<file path="src/rtl/axi_reg_bridge_if.sv">
// 32-bit AXI3 channel bundle as driven by the Zynq GP master port.
// Only the signals the register bridge consumes are carried.
interface axi_if #(
    parameter int AWIDTH = 32,
    parameter int IWIDTH = 12,
    parameter int DWIDTH = 32
);
    logic [IWIDTH-1:0]   awid;
    logic [AWIDTH-1:0]   awaddr;
    logic [3:0]          awlen;
    logic [1:0]          awsize;
    logic [1:0]          awburst;
    logic                awvalid;
    logic                awready;

    logic [DWIDTH-1:0]   wdata;
    logic [DWIDTH/8-1:0] wstrb;
    logic                wlast;
    logic                wvalid;
    logic                wready;

    logic [IWIDTH-1:0]   bid;
    logic [1:0]          bresp;
    logic                bvalid;
    logic                bready;

    logic [IWIDTH-1:0]   arid;
    logic [AWIDTH-1:0]   araddr;
    logic [3:0]          arlen;
    logic [1:0]          arsize;
    logic [1:0]          arburst;
    logic                arvalid;
    logic                arready;

    logic [IWIDTH-1:0]   rid;
    logic [DWIDTH-1:0]   rdata;
    logic [1:0]          rresp;
    logic                rlast;
    logic                rvalid;
    logic                rready;

    modport master (
        output awid, awaddr, awlen, awsize, awburst, awvalid,
        output wdata, wstrb, wlast, wvalid,
        output bready,
        output arid, araddr, arlen, arsize, arburst, arvalid,
        output rready,
        input  awready, wready, bid, bresp, bvalid,
        input  arready, rid, rdata, rresp, rlast, rvalid
    );

    modport slave (
        input  awid, awaddr, awlen, awsize, awburst, awvalid,
        input  wdata, wstrb, wlast, wvalid,
        input  bready,
        input  arid, araddr, arlen, arsize, arburst, arvalid,
        input  rready,
        output awready, wready, bid, bresp, bvalid,
        output arready, rid, rdata, rresp, rlast, rvalid
    );
endinterface

</file>
<file path="src/rtl/axi_reg_bridge.sv">
// AXI3 slave that turns single/burst reads and writes into one-beat register strobes.
// One transaction in flight; reads and writes share a round-robin grant.
module axi_reg_bridge #(
    parameter int AWIDTH = 32,
    parameter int IWIDTH = 12
) (
    input  logic              clk,
    input  logic              reset,
    axi_if.slave              s,
    output logic [AWIDTH-1:0] reg_addr,
    output logic [31:0]       reg_wdata,
    output logic [3:0]        reg_wstrb,
    output logic              reg_wr,
    output logic              reg_rd,
    input  logic [31:0]       reg_rdata
);

    typedef enum logic [2:0] {IDLE, WDATA, WRESP, RREQ, RCAP, RDATA} state_t;

    localparam logic [1:0] BURST_FIXED = 2'b00;
    localparam logic [1:0] BURST_INCR  = 2'b01;
    localparam logic [1:0] SIZE_WORD   = 2'b10;
    localparam logic [1:0] RESP_OKAY   = 2'b00;
    localparam logic [1:0] RESP_SLVERR = 2'b10;
    localparam logic [AWIDTH-1:0] ADDR_MASK  = ~AWIDTH'(3);
    localparam logic [AWIDTH-1:0] BEAT_BYTES = AWIDTH'(4);

    state_t              state_reg, state_next;
    logic                awready_reg, awready_next;
    logic                arready_reg, arready_next;
    logic                wready_reg, wready_next;
    logic                bvalid_reg, bvalid_next;
    logic [IWIDTH-1:0]   bid_reg, bid_next;
    logic [1:0]          bresp_reg, bresp_next;
    logic                rvalid_reg, rvalid_next;
    logic [IWIDTH-1:0]   rid_reg, rid_next;
    logic [31:0]         rdata_reg, rdata_next;
    logic [1:0]          rresp_reg, rresp_next;
    logic                rlast_reg, rlast_next;
    logic [AWIDTH-1:0]   addr_reg, addr_next;
    logic [31:0]         wdata_reg, wdata_next;
    logic [3:0]          wstrb_reg, wstrb_next;
    logic                wr_reg, wr_next;
    logic                rd_reg, rd_next;
    logic [IWIDTH-1:0]   id_reg, id_next;
    logic [3:0]          len_reg, len_next;
    logic [1:0]          burst_reg, burst_next;
    logic [3:0]          beat_reg, beat_next;
    logic                err_reg, err_next;
    logic                last_wr_reg, last_wr_next;

    logic                is_last;
    logic                beat_err;
    logic                aw_bad;
    logic                ar_bad;
    logic [AWIDTH-1:0]   step_addr;

    function automatic logic bad_attr(input logic [1:0] burst, input logic [1:0] size);
        return ((burst != BURST_FIXED) && (burst != BURST_INCR)) || (size != SIZE_WORD);
    endfunction

    assign is_last   = (beat_reg == len_reg);
    assign aw_bad    = bad_attr(s.awburst, s.awsize);
    assign ar_bad    = bad_attr(s.arburst, s.arsize);
    assign step_addr = (burst_reg == BURST_INCR) ? addr_reg + BEAT_BYTES : addr_reg;

    always_ff @(posedge clk) begin
        if (reset) begin
            state_reg   <= IDLE;
            awready_reg <= 1'b0;
            arready_reg <= 1'b0;
            wready_reg  <= 1'b0;
            bvalid_reg  <= 1'b0;
            bid_reg     <= '0;
            bresp_reg   <= '0;
            rvalid_reg  <= 1'b0;
            rid_reg     <= '0;
            rdata_reg   <= '0;
            rresp_reg   <= '0;
            rlast_reg   <= 1'b0;
            addr_reg    <= '0;
            wdata_reg   <= '0;
            wstrb_reg   <= '0;
            wr_reg      <= 1'b0;
            rd_reg      <= 1'b0;
            id_reg      <= '0;
            len_reg     <= '0;
            burst_reg   <= '0;
            beat_reg    <= '0;
            err_reg     <= 1'b0;
            last_wr_reg <= 1'b0;
        end else begin
            state_reg   <= state_next;
            awready_reg <= awready_next;
            arready_reg <= arready_next;
            wready_reg  <= wready_next;
            bvalid_reg  <= bvalid_next;
            bid_reg     <= bid_next;
            bresp_reg   <= bresp_next;
            rvalid_reg  <= rvalid_next;
            rid_reg     <= rid_next;
            rdata_reg   <= rdata_next;
            rresp_reg   <= rresp_next;
            rlast_reg   <= rlast_next;
            addr_reg    <= addr_next;
            wdata_reg   <= wdata_next;
            wstrb_reg   <= wstrb_next;
            wr_reg      <= wr_next;
            rd_reg      <= rd_next;
            id_reg      <= id_next;
            len_reg     <= len_next;
            burst_reg   <= burst_next;
            beat_reg    <= beat_next;
            err_reg     <= err_next;
            last_wr_reg <= last_wr_next;
        end
    end

    always_comb begin
        state_next   = state_reg;
        awready_next = 1'b0;
        arready_next = 1'b0;
        wready_next  = wready_reg;
        bvalid_next  = bvalid_reg;
        bid_next     = bid_reg;
        bresp_next   = bresp_reg;
        rvalid_next  = rvalid_reg;
        rid_next     = rid_reg;
        rdata_next   = rdata_reg;
        rresp_next   = rresp_reg;
        rlast_next   = rlast_reg;
        addr_next    = addr_reg;
        wdata_next   = wdata_reg;
        wstrb_next   = wstrb_reg;
        wr_next      = 1'b0;
        rd_next      = 1'b0;
        id_next      = id_reg;
        len_next     = len_reg;
        burst_next   = burst_reg;
        beat_next    = beat_reg;
        err_next     = err_reg;
        last_wr_next = last_wr_reg;
        beat_err     = err_reg;

        case (state_reg)
            IDLE: begin
                // The ready pulse from the previous cycle completes the address handshake here.
                if (awready_reg) begin
                    if (s.awvalid) begin
                        id_next     = s.awid;
                        addr_next   = s.awaddr & ADDR_MASK;
                        len_next    = s.awlen;
                        burst_next  = s.awburst;
                        beat_next   = '0;
                        err_next    = aw_bad;
                        wready_next = 1'b1;
                        state_next  = WDATA;
                    end
                end else if (arready_reg) begin
                    if (s.arvalid) begin
                        id_next    = s.arid;
                        addr_next  = s.araddr & ADDR_MASK;
                        len_next   = s.arlen;
                        burst_next = s.arburst;
                        beat_next  = '0;
                        err_next   = ar_bad;
                        rd_next    = !ar_bad;
                        state_next = RREQ;
                    end
                end else if (s.awvalid && (!s.arvalid || !last_wr_reg)) begin
                    awready_next = 1'b1;
                    last_wr_next = 1'b1;
                end else if (s.arvalid) begin
                    arready_next = 1'b1;
                    last_wr_next = 1'b0;
                end
            end

            WDATA: begin
                if (wready_reg) begin
                    if (s.wvalid) begin
                        beat_err    = err_reg | (s.wlast != is_last);
                        err_next    = beat_err;
                        wdata_next  = s.wdata;
                        wstrb_next  = s.wstrb;
                        wr_next     = !beat_err;
                        wready_next = 1'b0;
                    end
                end else if (is_last) begin
                    bvalid_next = 1'b1;
                    bid_next    = id_reg;
                    bresp_next  = err_reg ? RESP_SLVERR : RESP_OKAY;
                    state_next  = WRESP;
                end else begin
                    // Strobe cycle of the previous beat: step to the next beat address.
                    beat_next   = beat_reg + 4'd1;
                    addr_next   = step_addr;
                    wready_next = 1'b1;
                end
            end

            WRESP: begin
                if (s.bready) begin
                    bvalid_next = 1'b0;
                    state_next  = IDLE;
                end
            end

            RREQ: begin
                state_next = RCAP;
            end

            RCAP: begin
                rdata_next  = err_reg ? 32'h0 : reg_rdata;
                rvalid_next = 1'b1;
                rid_next    = id_reg;
                rresp_next  = err_reg ? RESP_SLVERR : RESP_OKAY;
                rlast_next  = is_last;
                state_next  = RDATA;
            end

            RDATA: begin
                if (s.rready) begin
                    rvalid_next = 1'b0;
                    rlast_next  = 1'b0;
                    if (is_last) begin
                        state_next = IDLE;
                    end else begin
                        beat_next  = beat_reg + 4'd1;
                        addr_next  = step_addr;
                        rd_next    = !err_reg;
                        state_next = RREQ;
                    end
                end
            end

            default: state_next = IDLE;
        endcase
    end

    assign s.awready = awready_reg;
    assign s.arready = arready_reg;
    assign s.wready  = wready_reg;
    assign s.bvalid  = bvalid_reg;
    assign s.bid     = bid_reg;
    assign s.bresp   = bresp_reg;
    assign s.rvalid  = rvalid_reg;
    assign s.rid     = rid_reg;
    assign s.rdata   = rdata_reg;
    assign s.rresp   = rresp_reg;
    assign s.rlast   = rlast_reg;

    assign reg_addr  = addr_reg;
    assign reg_wdata = wdata_reg;
    assign reg_wstrb = wstrb_reg;
    assign reg_wr    = wr_reg;
    assign reg_rd    = rd_reg;

endmodule

</file>
<file path="src/flat_wrapper.sv">
// flat-port wrapper written by rule: the top's interface ports become plain ports
module axi_reg_bridge_flat 
#(
    parameter int AWIDTH = 32,
    parameter int IWIDTH = 12
)
  (clk, reset, reg_addr, reg_wdata, reg_wstrb, reg_wr, reg_rd, reg_rdata, s_awid, s_awaddr, s_awlen, s_awsize, s_awburst, s_awvalid, s_wdata, s_wstrb, s_wlast, s_wvalid, s_bready, s_arid, s_araddr, s_arlen, s_arsize, s_arburst, s_arvalid, s_rready, s_awready, s_wready, s_bid, s_bresp, s_bvalid, s_arready, s_rid, s_rdata, s_rresp, s_rlast, s_rvalid);
  axi_if #(.AWIDTH(AWIDTH), .IWIDTH(IWIDTH), .DWIDTH(32)) s_i ();
  input  logic clk;
  input  logic reset;
  output logic [AWIDTH-1:0] reg_addr;
  output logic [31:0] reg_wdata;
  output logic [3:0] reg_wstrb;
  output logic reg_wr;
  output logic reg_rd;
  input  logic [31:0] reg_rdata;
  input wire logic [$bits(s_i.awid)-1:0] s_awid;
  input wire logic [$bits(s_i.awaddr)-1:0] s_awaddr;
  input wire logic [$bits(s_i.awlen)-1:0] s_awlen;
  input wire logic [$bits(s_i.awsize)-1:0] s_awsize;
  input wire logic [$bits(s_i.awburst)-1:0] s_awburst;
  input wire logic [$bits(s_i.awvalid)-1:0] s_awvalid;
  input wire logic [$bits(s_i.wdata)-1:0] s_wdata;
  input wire logic [$bits(s_i.wstrb)-1:0] s_wstrb;
  input wire logic [$bits(s_i.wlast)-1:0] s_wlast;
  input wire logic [$bits(s_i.wvalid)-1:0] s_wvalid;
  input wire logic [$bits(s_i.bready)-1:0] s_bready;
  input wire logic [$bits(s_i.arid)-1:0] s_arid;
  input wire logic [$bits(s_i.araddr)-1:0] s_araddr;
  input wire logic [$bits(s_i.arlen)-1:0] s_arlen;
  input wire logic [$bits(s_i.arsize)-1:0] s_arsize;
  input wire logic [$bits(s_i.arburst)-1:0] s_arburst;
  input wire logic [$bits(s_i.arvalid)-1:0] s_arvalid;
  input wire logic [$bits(s_i.rready)-1:0] s_rready;
  output wire logic [$bits(s_i.awready)-1:0] s_awready;
  output wire logic [$bits(s_i.wready)-1:0] s_wready;
  output wire logic [$bits(s_i.bid)-1:0] s_bid;
  output wire logic [$bits(s_i.bresp)-1:0] s_bresp;
  output wire logic [$bits(s_i.bvalid)-1:0] s_bvalid;
  output wire logic [$bits(s_i.arready)-1:0] s_arready;
  output wire logic [$bits(s_i.rid)-1:0] s_rid;
  output wire logic [$bits(s_i.rdata)-1:0] s_rdata;
  output wire logic [$bits(s_i.rresp)-1:0] s_rresp;
  output wire logic [$bits(s_i.rlast)-1:0] s_rlast;
  output wire logic [$bits(s_i.rvalid)-1:0] s_rvalid;
  assign s_i.awid = s_awid;
  assign s_i.awaddr = s_awaddr;
  assign s_i.awlen = s_awlen;
  assign s_i.awsize = s_awsize;
  assign s_i.awburst = s_awburst;
  assign s_i.awvalid = s_awvalid;
  assign s_i.wdata = s_wdata;
  assign s_i.wstrb = s_wstrb;
  assign s_i.wlast = s_wlast;
  assign s_i.wvalid = s_wvalid;
  assign s_i.bready = s_bready;
  assign s_i.arid = s_arid;
  assign s_i.araddr = s_araddr;
  assign s_i.arlen = s_arlen;
  assign s_i.arsize = s_arsize;
  assign s_i.arburst = s_arburst;
  assign s_i.arvalid = s_arvalid;
  assign s_i.rready = s_rready;
  assign s_awready = s_i.awready;
  assign s_wready = s_i.wready;
  assign s_bid = s_i.bid;
  assign s_bresp = s_i.bresp;
  assign s_bvalid = s_i.bvalid;
  assign s_arready = s_i.arready;
  assign s_rid = s_i.rid;
  assign s_rdata = s_i.rdata;
  assign s_rresp = s_i.rresp;
  assign s_rlast = s_i.rlast;
  assign s_rvalid = s_i.rvalid;
  axi_reg_bridge #(.AWIDTH(AWIDTH), .IWIDTH(IWIDTH)) u_core (.clk(clk), .reset(reset), .s(s_i), .reg_addr(reg_addr), .reg_wdata(reg_wdata), .reg_wstrb(reg_wstrb), .reg_wr(reg_wr), .reg_rd(reg_rd), .reg_rdata(reg_rdata));
endmodule
</file>
<file path="config.mk">
export PLATFORM = sky130hd
export DESIGN_NAME = axi_reg_bridge_flat
export DESIGN_NICKNAME = d
export VERILOG_FILES = /design/src/rtl/axi_reg_bridge_if.sv /design/src/rtl/axi_reg_bridge.sv /design/src/flat_wrapper.sv
export SDC_FILE = /design/constraint.sdc
export NUM_CORES = 1
export LEC_CHECK = 0
export CORE_AREA = 2 2 124 126
export CTS_CLUSTER_SIZE = 8
export DETAILED_ROUTE_END_ITERATION = 8
export DIE_AREA = 0 0 126 128
export DONT_BUFFER_PORTS = 1
export GPL_TIMING_DRIVEN = 0
export PLACE_DENSITY = 0.63
export SKIP_LAST_GASP = 1
export SYNTH_ARGS = -nofsm -noshare
export SYNTH_HDL_FRONTEND = slang
export SYNTH_SLANG_ARGS = --single-unit
</file>
<file path="constraint.sdc">
create_clock -name clk -period 2.8 [get_ports clk]
set_input_delay 0.28 -clock clk [delete_from_list [all_inputs] [get_ports clk]]
set_output_delay 0.28 -clock clk [all_outputs]
set_load 0.005 [all_outputs]
</file>
## Word level (Yosys, flattened, before mapping)

Cells that the tools add are included.

| word-level totals | value |
|---|---|
| bits of input ports | 180 |
| register bits after elaboration | 163 |
| logic and storage cells | 161 |
| output and inout port bits | 136 |

| cells by class | value |
|---|---|
| eq/ne operators | 24 |
| muxes and demuxes | 71 |
| add/sub/neg operators | 2 |
| reductions and logical operators | 34 |
| bitwise gates (word level) | 7 |

Operator list:

| cell | count |
|---|---|
| two-way mux 32 bit | 9 |
| one-hot mux 32 bit (3 select lines) | 1 |
| two-way mux 12 bit | 4 |
| two-way mux 4 bit | 11 |
| adder 32 x 3 -> 32 bit (second input constant) | 1 |
| two-way mux 1 bit | 24 |
| two-way mux 3 bit | 8 |
| one-hot mux 3 bit (6 select lines) | 1 |
| inequality test 2 bit (second input constant) | 8 |
| nonzero test 2 bit | 8 |
| two-way mux 2 bit | 6 |
| one-hot mux 1 bit (2 select lines) | 6 |
| one-hot mux 4 bit (3 select lines) | 1 |
| AND reduction 4 bit | 3 |
| AND reduction 6 bit | 2 |
| inequality test 2 x 1 -> 1 bit (second input constant) | 5 |
| AND reduction 3 bit | 3 |
| OR reduction 4 bit | 2 |
| AND reduction 7 bit | 1 |
| == test 3 x 2 -> 1 bit (second input constant) | 2 |
| == test 3 bit (second input constant) | 2 |
| inverter 1 bit | 6 |
| logical NOT 1 bit | 5 |
| OR reduction 5 bit | 1 |
| 14 further kinds | 18 |

## Longest topological paths before layout

Gate-level depths: netlist (run 1).

| depth | value |
|---|---|
| depth after elaboration | 8 |
| gate-level depth with buffers | 9 |
| gate-level depth less buffers | 6 |

## Worst setup path after synthesis (run 1)

OpenSTA, ideal clock, no wires.

| path | value |
|---|---|
| path kind | register to register |
| start | reg u_core.addr_reg[2], in the netlist u_core.reg_addr[2] |
| end | reg u_core.addr_reg[28], in the netlist u_core.reg_addr[28] |
| required time | 2.708 ns |
| path buffers | 0 |
| library setup time | 0.092 ns |
| setup slack | 0.883 ns |
| data arrival time | 1.824 ns |
| stages on the path, launching flop included | 7 |
| period minus slack after synthesis | 1.917 ns |
| cells stage by stage | dfxtp_1 -> ha_1 -> and3_1 -> nand4_1 -> or4_1 -> o31a_1 -> o32ai_1 |

| on the way | value |
|---|---|
| longest elaborated chain between the ends | 5 |
| elaborated cells on any way between the ends | 6 |
| those cells by class | add/sub: 1; mux: 5 |

Ends and longest elaborated chain:

| item | RTL line | text |
|---|---|---|
| start, declared | axi_reg_bridge.sv:40 | `logic [AWIDTH-1:0] addr_reg, addr_next;` |
| start signal, assigned | axi_reg_bridge.sv:105 | `addr_reg <= addr_next;` |
| adder 32 x 3 -> 32 bit (*) | axi_reg_bridge.sv:65 | `assign step_addr = (burst_reg == BURST_INCR) ? addr_reg + BEAT_BYTES : addr_reg;` |
| two-way mux 32 bit (*) | axi_reg_bridge.sv:65 |  |
| two-way mux 32 bit (*) | axi_reg_bridge.sv:189, axi_reg_bridge.sv:226 |  |
| two-way mux 32 bit, on equally long branches | axi_reg_bridge.sv:223, axi_reg_bridge.sv:180 |  |
| one-hot mux 32 bit (3 select lines) (*) | axi_reg_bridge.sv:145 | `case (state_reg)` |

Mark *: on every way between the ends. The rest lies on a longest branch, timed or not. The select of a mux whose other input is x is not followed.
A chain may end at the register's enable or synchronous reset.

## Worst setup path in the final report (run 1)

| path | value |
|---|---|
| start | reg u_core.addr_reg[9], in the netlist u_core.reg_addr[9] |
| end | reg u_core.addr_reg[21], in the netlist u_core.reg_addr[21] |

The elaborated chain is that of the path after synthesis.

==> reports/results.ini, run 1 <==
[status]
status = complete, no violations

[timing]
finalCriticalPeriod_ps = 2420
slew_violations = 0
timing.hold.ws_ps = 10.1
setup-tns-final_ps = 0
slew-limit-headroom_pct = 30.7
hold_viol = 0
fin_crit_sh_pct = 86.3
clock-skew-final_ps = 11.3
worstMarginPinSlew_ps = 1030
rsz0062_at_grt = no
max_freq_mhz = 414
finalSetupViolCount = 0

[synth]
synth.yosys.seq_area_share_pct = 43.9
async_flop_share_pct = 0
yosys.area.top_type = dfxtp_1
synth_area_leaders = dfxtp_1, nand2_1, a21oi_1, mux2i_1, nand3_1
synth_edf_count = 0
syn-cell-area_um2 = 7250
synth_top_area_share_pct = 43.9
ys_seq_elements = 159
yosys_warnings = 0
syn_avg_cell_area_um2 = 7.90
dominantRegCellSynth = dfxtp_1
yosysUniqueCellTypes = 66
syn_inst = 918

[pwr]
powerDensity_nw_per_um2 = 799
power.leakage_uw = 0.00283
vdd_drop_max_mv = 0.523

[finish]
num-nets-final = 1165
final_core_util_pct = 57.4
antenna_cells = 0
drive_gt1_share_pct = 6.73
area_growth_pct = 17.7
stdcell_area_um2 = 8530

[clock_tree]
cts.sinks = 159
cts_root_buf = clkbuf_16
cts.clk_slew.worst_paths_ps = 70
hold_buffers = 43
cts_buffers = 17
insertion_delay_ps = 430
postCtsSetupBuffers = 0
ctsResizeCount = 0
cts_buffer_depth = 2
cts_tree = done
htree_levels = 4

[place]
placed_area_um2 = 7490
io_buffers = 0
gp_congestion = 0.897
place_hpwl_mm = 17.2

[setup_path]
critPathMaxFanout = 9
reg2reg_setup_slack_ps = 380
cp-start-kind = flip-flop
worstPathCellList = nand4_1 -> nor3_1 -> a31oi_1 -> o21ai_0 -> a21oi_1
required_ps = 3080
r2r-end = u_core.reg_addr[21]
rr_worst_depth = 5
crit_start = u_core.reg_addr[9]
cp.arrival_ps = 2700
critical_path_class = reg2reg
critical_path.endpoint = u_core.reg_addr[21]
slowest_stage = nor3_1
crit_path_end_kind = flip-flop
slowest_delay_ps = 940
r2r_start = u_core.reg_addr[9]

[drt]
vias = 7029
wirelength_mm = 23.8
drtIter0Drc = 544
drc_errors = 0
dr.pass1.iters = 7
routedWlPerCell_um = 20.1
detail-route-antenna-nets = 0
vias_per_cell = 5.94

[floorplan]
core_area_um2 = 14900
initial_core_util_pct = 48.8
die-area_um2 = 16100
die_y_um = 128
ios = 316
dieWidth_um = 126
core.rowCount = 45

[grt]
antenna_found_initial = 0
grt_pass1_vias = 6610
grt_max_degree = 17
grt_pass1_wl_mm = 36.0
grt_usage_pct = 28.5
overflow = 0

[worst_hold_path]
hp-class = in2reg

[run]
cap_violations = 0

per-layer routing:
metal / vias up / track usage, % / share of wire (%)
met5: - / 0 / 0
met2: 367 / 46.3 / 47
met3: 37 / 7.76 / 9.4
met1: 3247 / 36.7 / 42
li1: 3378 / - / -
met4: 0 / 10.0 / 2.3
worst max-delay path: cells and delay by family (launching register included):
kind               cells  cell delay, ps
and+or+nand+nor        2            1300
DFF                    1             500
AOI/OAI and AO/OA      3             460
Yosys cell counts, types with 2 or more instances:
cell and instances:
or3_1 5, clkbuf_1 44, buf_1 7, and3_1 5
nor3_2 2, mux2_2 5, o211ai_1 3, buf_2 17
and4_1 6, a211o_1 2, dfxtp_1 159, o21a_1 2
nor2_1 55, xor2_1 4, nor3_1 16, nand2_1 195
or2_2 2, nand3_1 47, nand3b_1 6, nand2b_1 4
o32ai_1 3, o31ai_1 4, a311oi_1 2, ha_1 2
a21oi_1 139, a31oi_1 8, a22oi_1 2, a211oi_1 22
mux2i_1 45, o31a_1 2, buf_4 6, and2_1 6
a21o_1 3, or4_1 4, nor2b_1 2, a41o_1 2
nand4_1 9, inv_1 6, o21ai_0 33, nor4_1 6
layout make-up:
cell class	instances	area, um2
multi-input combinational	680	3720
inverter	7	26.3
clock buffer	17	425
tap	188	235
sequential	159	3180
buffer	75	333
clock inverter	14	179
fill	1419	6330
timing repair buffer	43	430
where the power goes:
part | leakage [uW] | total (uW) | internal [uW] | switching (uW)
clock | 0.000298 | 2420 | 1420 | 1000
combinational | 0.00125 | 1700 | 621 | 1080
sequential | 0.00128 | 2690 | 2460 | 230
cells in the final DEF, fill, tap and decap left out, types with 3 or more instances in the layout:
master,instances
a211oi_1,22
a21o_1,3
a21oi_1,139
a31oi_1,8
and2_1,6
and3_1,5
and4_1,6
buf_1,7
buf_2,17
buf_4,6
bufinv_16,3
clkbuf_1,44
clkbuf_16,17
clkinv_2,3
conb_1,4
dfxtp_1,159
dlygate4sd3_1,43
inv_1,6
inv_6,4
mux2_2,5
mux2i_1,45
nand2_1,195
nand2b_1,4
nand3_1,47
nand3b_1,6
nand4_1,9
nor2_1,55
nor3_1,16
nor4_1,6
o211ai_1,3
o21ai_0,33
o31ai_1,4
o32ai_1,3
or3_1,5
or4_1,4
xor2_1,4
worst min-delay path by stage:
stage / start / end / slack, ps / depth (start not counted)
floorplan: s_arvalid / u_core.s.awready / 390 / 1
global placement: s_arvalid / u_core.last_wr_reg / 400 / 1
detailed placement: s_arvalid / u_core.last_wr_reg / 410 / 1
CTS: reg_rdata[0] / u_core.s.rdata[0] / 0.02 / 2
global route: s_wdata[7] / u_core.reg_wdata[7] / 2 / 2
finish: reg_rdata[9] / u_core.s.rdata[9] / 10 / 2
through the flow:
step | setup slack [ps] | total power (uW) | instances
2_1_floorplan | 883 | 3870 | 921
3_3_place_gp | 389 | 4360 | 1109
3_5_place_dp | 381 | 4370 | 1109
4_1_cts | 341 | 6830 | 1183
5_1_grt | 166 | 7130 | 1183
6_report | 383 | 6810 | 1183
logic make-up after synthesis:
family	after synthesis	share of synthesized area, %
AND/OR/NAND/NOR	377	23.6
AO/OA/AOI/OAI	242	19.5
flip-flops	159	43.9
buffers and inverters	82	4.95
multiplexers	50	6.99
XOR/XNOR	5	0.604
adder cells (fa/ha/maj)	2	0.345
other	1	0.0517
Power figures use the tool's default switching activity.
==> run 2, diff against run 1 <==
- SETUP_SLACK_MARGIN: not set -> 0.02
==> results of run 2 <==
Same layout as run 1: the final DEF is identical, and so are final timing and power.
==> run 3, diff against run 2 <==
- SLEW_MARGIN: not set -> 20
==> results of run 3 <==
Same layout as run 1: the final DEF is identical, and so are final timing and power.
==> patch 1, RTL diff (config.mk and constraints of run 1) <==
Re-encode `state_t` (6 states) as Gray code, 3 bits wide.
--- a/src/rtl/axi_reg_bridge.sv
+++ b/src/rtl/axi_reg_bridge.sv
@@ -16,5 +16,5 @@
 );
 
-    typedef enum logic [2:0] {IDLE, WDATA, WRESP, RREQ, RCAP, RDATA} state_t;
+    typedef enum logic [2:0] {IDLE = 3'b000, WDATA = 3'b001, WRESP = 3'b011, RREQ = 3'b010, RCAP = 3'b110, RDATA = 3'b111} state_t;
 
     localparam logic [1:0] BURST_FIXED = 2'b00;
Formal check against the unedited RTL: same outputs for any inputs over 4 cycles, from zero or initial values and one cycle with reset high; so few cycles prove little.
==> patch 1 against run 1 <==
  * Cell area rose by 1.7%
  * Sequential cell count did not move
  * Worst setup slack got worse by 0.23 ns
  * Maximum frequency fell by 8.6%
  * Largest power group unchanged
  * Area after synthesis rose by 2.3%
  * Routed wire length fell by 0.45%
  * Worst hold slack improved by 0.0020 ns
  * Final cell count fell by 0.25%
  * Power rose by 3.4%
==> patch 1: results (changes against run 1) <==
synth.distinct_cells: 68  # +3.0%
run_status: "completed"
clockRootBuffer: "clkbuf_16"
grt_first_pass_wirelength_mm: 35.74  # -0.69%
grt_overflow_total: 0  # unchanged
synth_seq_area_share_pct: 42.94  # -0.98 points
reg2reg_setup_slack_ns: 0.16  # -0.23 ns
clkSlewWorstSetupHoldPaths_ns: 0.07  # about the same
detailedRoute.firstIterationViolations: 408  # -25%
nFillCells: 1392  # -1.9%
timing.max_slew.rel_slack_pct: 27.32  # -3.3 points
leakage_uw: 0.002886  # +1.9%
cts_buffers: 17  # unchanged
layout_min_cycle_time_ns: 2.644  # +0.2272 ns
grt_antenna_before_repair: 0  # unchanged
route.detailed.wl_per_inst_microns: 20.11  # -0.20%
timing.critical_path.arrival_ns: 3.00  # +0.30 ns
port-buffer-count: 0  # unchanged
hpwlAfterDp_mm: 17.23  # +0.38%
clk-insertion-delay-late_ns: 0.43  # about the same
critPathCapture: "u_core.reg_addr[30]$_SDFFE_PP0P_"
synth-async-reset-ratio_pct: 0  # unchanged
worst-r2r-cell-count: 7  # +2
worst-setup-path-type: "flip-flop to flip-flop"
hold_path.class: "primary input to flip-flop"
power.internal_uw: 4565  # +1.4%
nets: 1161  # -0.34%
critical_path.max_fanout: 9  # unchanged
cts_setup_buffers: 0  # unchanged
worst_ir_drop_vdd_v: 0.0004905  # -6.2%
place_ws_ns: -0.1336  # -0.5143 ns
grt_start_max_net_pins: 17  # unchanged
ctsHtreeMaxLevel: 4  # unchanged
fin_hold_ws_ns: 0.01211  # +0.002020 ns
timing.clock.skew_ns: 0.007393  # -0.003891 ns
grt_pass1_vias: 6554  # -0.85%
clock_tree.buffer_depth: 2  # unchanged
grt_usage_pct: 28.27  # -0.25 points
rr_startpoint: "u_core.reg_addr[2]$_SDFFE_PP0P_"
synth.largest_area_cell: "dfxtp_1"
share_of_final_layout_standard_cells_stronger_than_drive_strength_1_pct: 6.351  # -0.38 points
post_synth_main_area_contributors: "dfxtp_1 (43%), nand2_1 (8.3%), a21oi_1 (7.9%)"
yosys_warnings: 0  # unchanged
number_of_antenna_cells_inserted: 0  # unchanged
synth.cells.most_frequent: "nand2_1 (164), dfxtp_1 (159), a21oi_1 (117)"
detailedRoute.firstPassIterationCount: 5  # -2
routed-via-count: 7011  # -0.26%
gpl.final_weighted_congestion: 0.8946  # -0.28%
patch 1: metal layers:
| metal | part of all wire [%] | GRT usage [%] |
|---|---|---|
| met4 | 2.4 | 10.80 |
| met2 | 48 | 46.77 |
| met1 | 41 | 34.50 |
| met3 | 8.4 | 9.015 |
| met5 | 0 | 0 |
patch 1: through the flow:
step / setup TNS, ns / cells / util [%] / area [sq um]
3_5_place_dp: -1.062 / 1107 / 51.53 / 7660
2_1_floorplan: 0 / 919 / - / 7425
5_1_grt: -0.004282 / 1180 / 58.36 / 8675
4_1_cts: 0 / 1180 / 58.32 / 8668
6_report: 0 / 1180 / 58.36 / 8675
3_3_place_gp: -0.3667 / 1107 / 51.53 / 7660
patch 1: cell type report:
type                    instances  area [sq um]  share of cell area [%]
repair buffers                 41         410.4                   4.731
multi-input cells             671          3884                   44.77
plain buffers                  78         325.3                   3.750
clock buffers                  18         439.2                   5.063
inverters                      11         41.29                  0.4760
well taps                     188         235.2                   2.712
flip-flops and latches        159          3183                   36.69
clock inverters                14         156.4                   1.803
patch 1: cells by family (layout without fill, tap and decap cells):
group	count (synthesis)	in the layout	share of synthesized area (%)
buffers and inverters	89	162	4.895
AOI/OAI and AO/OA	232	232	18.67
adders and majority gates	2	2	0.3375
xor gates and xnor gates	8	8	0.9452
muxes	63	63	8.658
other	1	4	0.05058
DFF	159	159	42.94
and+or+nand+nor	362	362	23.51
patch 1: worst min-delay path by stage:
stage / startpoint / to / cells past startpoint
3_5_place_dp: s_arvalid / u_core.last_wr_reg$_SDFFE_PP0P_ / 1
4_1_cts: reg_rdata[31] / u_core.s.rdata[31]$_SDFFE_PP0P_ / 2
6_report: reg_rdata[11] / u_core.s.rdata[11]$_SDFFE_PP0P_ / 2
5_1_grt: reg_rdata[7] / u_core.s.rdata[7]$_SDFFE_PP0P_ / 2
2_1_floorplan: s_arvalid / u_core.s.awready$_SDFF_PP0_ / 1
3_3_place_gp: s_arvalid / u_core.last_wr_reg$_SDFFE_PP0P_ / 1
patch 1: repair_timing:
action                                  in CTS  in global routing
endpoints found under the hold margin       42                  0
pin swaps                                    0                  0
resized for setup                            2                  3
hold buffers                                41                  0
endpoints found under the setup margin      12                  5
patch 1: power groups by stage:
stage	logic (uW)	registers (uW)	clock network (uW)
3_3_place_gp	1710	2930	0
5_1_grt	1980	2930	2470
3_5_place_dp	1720	2930	0
6_report	1790	2890	2360
2_1_floorplan	1300	2810	0
4_1_cts	1770	2880	2390
patch 1: worst max-delay path: stages, from the launching register on:
cell	delay [ns]
dfxtp_1	0.45
ha_1	0.26
nand3_2	0.18
or3_1	0.40
buf_6	0.15
or4_4	0.54
or4_1	0.41
a31oi_1	0.16
==> patch 2, RTL diff (settings of run 1) <==
Made on the original files. `IWIDTH` is set to 12 in 3 places; all go to 18.
--- a/src/rtl/axi_reg_bridge_if.sv
+++ b/src/rtl/axi_reg_bridge_if.sv
@@ -3,5 +3,5 @@
 interface axi_if #(
     parameter int AWIDTH = 32,
-    parameter int IWIDTH = 12,
+    parameter int IWIDTH = 18,
     parameter int DWIDTH = 32
 );
--- a/src/rtl/axi_reg_bridge.sv
+++ b/src/rtl/axi_reg_bridge.sv
@@ -3,5 +3,5 @@
 module axi_reg_bridge #(
     parameter int AWIDTH = 32,
-    parameter int IWIDTH = 12
+    parameter int IWIDTH = 18
 ) (
     input  logic              clk,
--- a/src/flat_wrapper.sv
+++ b/src/flat_wrapper.sv
@@ -3,5 +3,5 @@
 #(
     parameter int AWIDTH = 32,
-    parameter int IWIDTH = 12
+    parameter int IWIDTH = 18
 )
   (clk, reset, reg_addr, reg_wdata, reg_wstrb, reg_wr, reg_rd, reg_rdata, s_awid, s_awaddr, s_awlen, s_awsize, s_awburst, s_awvalid, s_wdata, s_wstrb, s_wlast, s_wvalid, s_bready, s_arid, s_araddr, s_arlen, s_arsize, s_arburst, s_arvalid, s_rready, s_awready, s_wready, s_bid, s_bresp, s_bvalid, s_arready, s_rid, s_rdata, s_rresp, s_rlast, s_rvalid);
Ports: changed (resized s_arid, s_awid, s_bid and s_rid); port bits go from 316 to 340. The function was not compared with the original's and may differ.
==> patch 2 against run 1 <==
  * Routed wire length up 14%
  * Sequential cell count up 18
  * Critical path depth up 1
  * Via count up 12%
  * Clock skew down 0.0054 ns
  * Power up 16%
  * Area after synthesis up 13%
  * Worst setup slack worse by 0.16 ns
  * Cell area up 10%
  * Largest power group unchanged
==> patch 2: results (changes against run 1) <==
grt_first_pass_wirelength_mm: 40.93  # +14%
post_synth_main_area_contributors: "dfxtp_1 (43%), nand2_1 (7.9%), mux2i_1 (7.8%)"
critical_path.max_fanout: 7  # -2
grt_pass1_vias: 7528  # +14%
routedLengthMet1_mm: 10.50  # +6.1%
synth.cells.most_frequent: "dfxtp_1 (177), nand2_1 (172), a21oi_1 (115)"
vias_per_cell: 6.293  # +5.9%
wl_met2_mm: 12.99  # +16%
detailedRoute.firstPassIterationCount: 6  # -1
nFillCells: 1349  # -4.9%
cts_buffers: 17  # unchanged
final_cells: 1246  # +5.3%
gpl.final_weighted_congestion: 0.9563  # +6.6%
leakage_uw: 0.003085  # +9.0%
ctsHtreeMaxLevel: 4  # unchanged
worst_ir_drop_vdd_v: 0.0005279  # +1.0%
timing.clock.skew_ns: 0.005891  # -0.005393 ns
cp_data_required_time_ns: 3.16  # +0.08 ns
placed_cells_incl_taps: 1171  # +5.6%
run_status: "completed"
share_of_final_layout_standard_cells_stronger_than_drive_strength_1_pct: 8.034  # +1.3 points
route.detailed.wl_per_inst_microns: 21.76  # +8.0%
met3WireLength_mm: 2.613  # +17%
grt_antenna_before_repair: 0  # unchanged
grt_usage_pct: 32.20  # +3.7 points
synth.distinct_cells: 62  # -6.1%
hpwlAfterDp_mm: 20.13  # +17%
worst_pin_slew_ns: 0.9558  # -0.07640 ns
number_of_antenna_cells_inserted: 0  # unchanged
syn_inst: 980  # +6.8%
placed_area_sq_mm: 0.008409  # +12%
-- patch 2: kinds of logic (layout without fill, tap and decap cells) --
group	after synthesis	after routing	share of synthesized area, %
adders and majority gates	2	2	0.3065
muxes	73	73	9.089
buffers and inverters	95	170	5.533
DFF	177	177	43.41
other	1	4	0.04594
xor gates and xnor gates	5	5	0.5365
and+or+nand+nor	368	368	21.44
AOI/OAI and AO/OA	259	259	19.64
-- patch 2: worst max-delay path, cell delays in order (launching register included) --
cell and delay [ns]:
dfxtp_1 0.48, ha_1 0.26, nand3_1 0.25, nor4_1 0.86
nand2_1 0.21, o32a_1 0.34, o21ai_1 0.11
-- patch 2: layer usage --
layer  GRT usage (%)  vias to the layer above
met3           8.848                       83
met1           38.80                     3674
met4           13.77                        0
li1                -                     3607
met5               0                        -
met2           54.27                      477
-- patch 2: cell type report --
class / instances / area share, %
Tap cell: 188 / 2.501
Clock buffer: 21 / 4.896
Timing Repair Buffer: 43 / 4.577
Multi-Input combinational cell: 711 / 44.44
Inverter: 9 / 0.3592
Clock inverter: 11 / 1.104
Buffer: 86 / 4.444
Sequential cell: 177 / 37.68
-- patch 2: path summary, 6_finish.rpt --
| path | from | end | slack (ns) | cells after the start |
|---|---|---|---|---|
| setup / recovery | u_core.reg_addr[3]$_SDFFE_PP0P_ | u_core.reg_addr[18]$_SDFFE_PP0P_ | 0.22 | 6 |
| hold / removal | reg_rdata[25] | u_core.s.rdata[25]$_SDFFE_PP0P_ | 0.02 | 2 |
| setup reg to reg | u_core.reg_addr[3]$_SDFFE_PP0P_ | u_core.reg_addr[18]$_SDFFE_PP0P_ | 0.22 | 6 |
| hold reg to reg | u_core.id_reg[5]$_SDFFE_PP0P_ | u_core.s.rid[5]$_SDFFE_PP0P_ | 0.47 | 2 |
-- patch 2: power groups by stage --
stage | sequential (uW) | combinational [uW] | clock [uW]
after floorplan | 3150 | 1720 | 0
after global placement | 3310 | 2210 | 0
after global routing | 3310 | 2560 | 2430
final | 3270 | 2360 | 2300
after CTS | 3260 | 2310 | 2330
after detailed placement | 3320 | 2250 | 0
-- patch 2: stage by stage --
| stage | utilization [%] | setup slack (ns) | total power [uW] | hold slack, ns |
|---|---|---|---|---|
| after global routing | 63.27 | 0.04435 | 8300 | 0.008531 |
| after CTS | 63.20 | 0.2598 | 7905 | 0.001480 |
| after floorplan | - | 0.8336 | 4878 | 0.3943 |
| after global placement | 56.57 | 0.2904 | 5522 | 0.4010 |
| final | 63.27 | 0.2182 | 7936 | 0.01511 |
| after detailed placement | 56.57 | 0.3157 | 5570 | 0.4109 |
-- patch 2: timing repair --
action,CTS,global route
resized for setup,0,0
hold buffers,42,1
buffers inserted,0,0
endpoints found under the hold margin,44,1
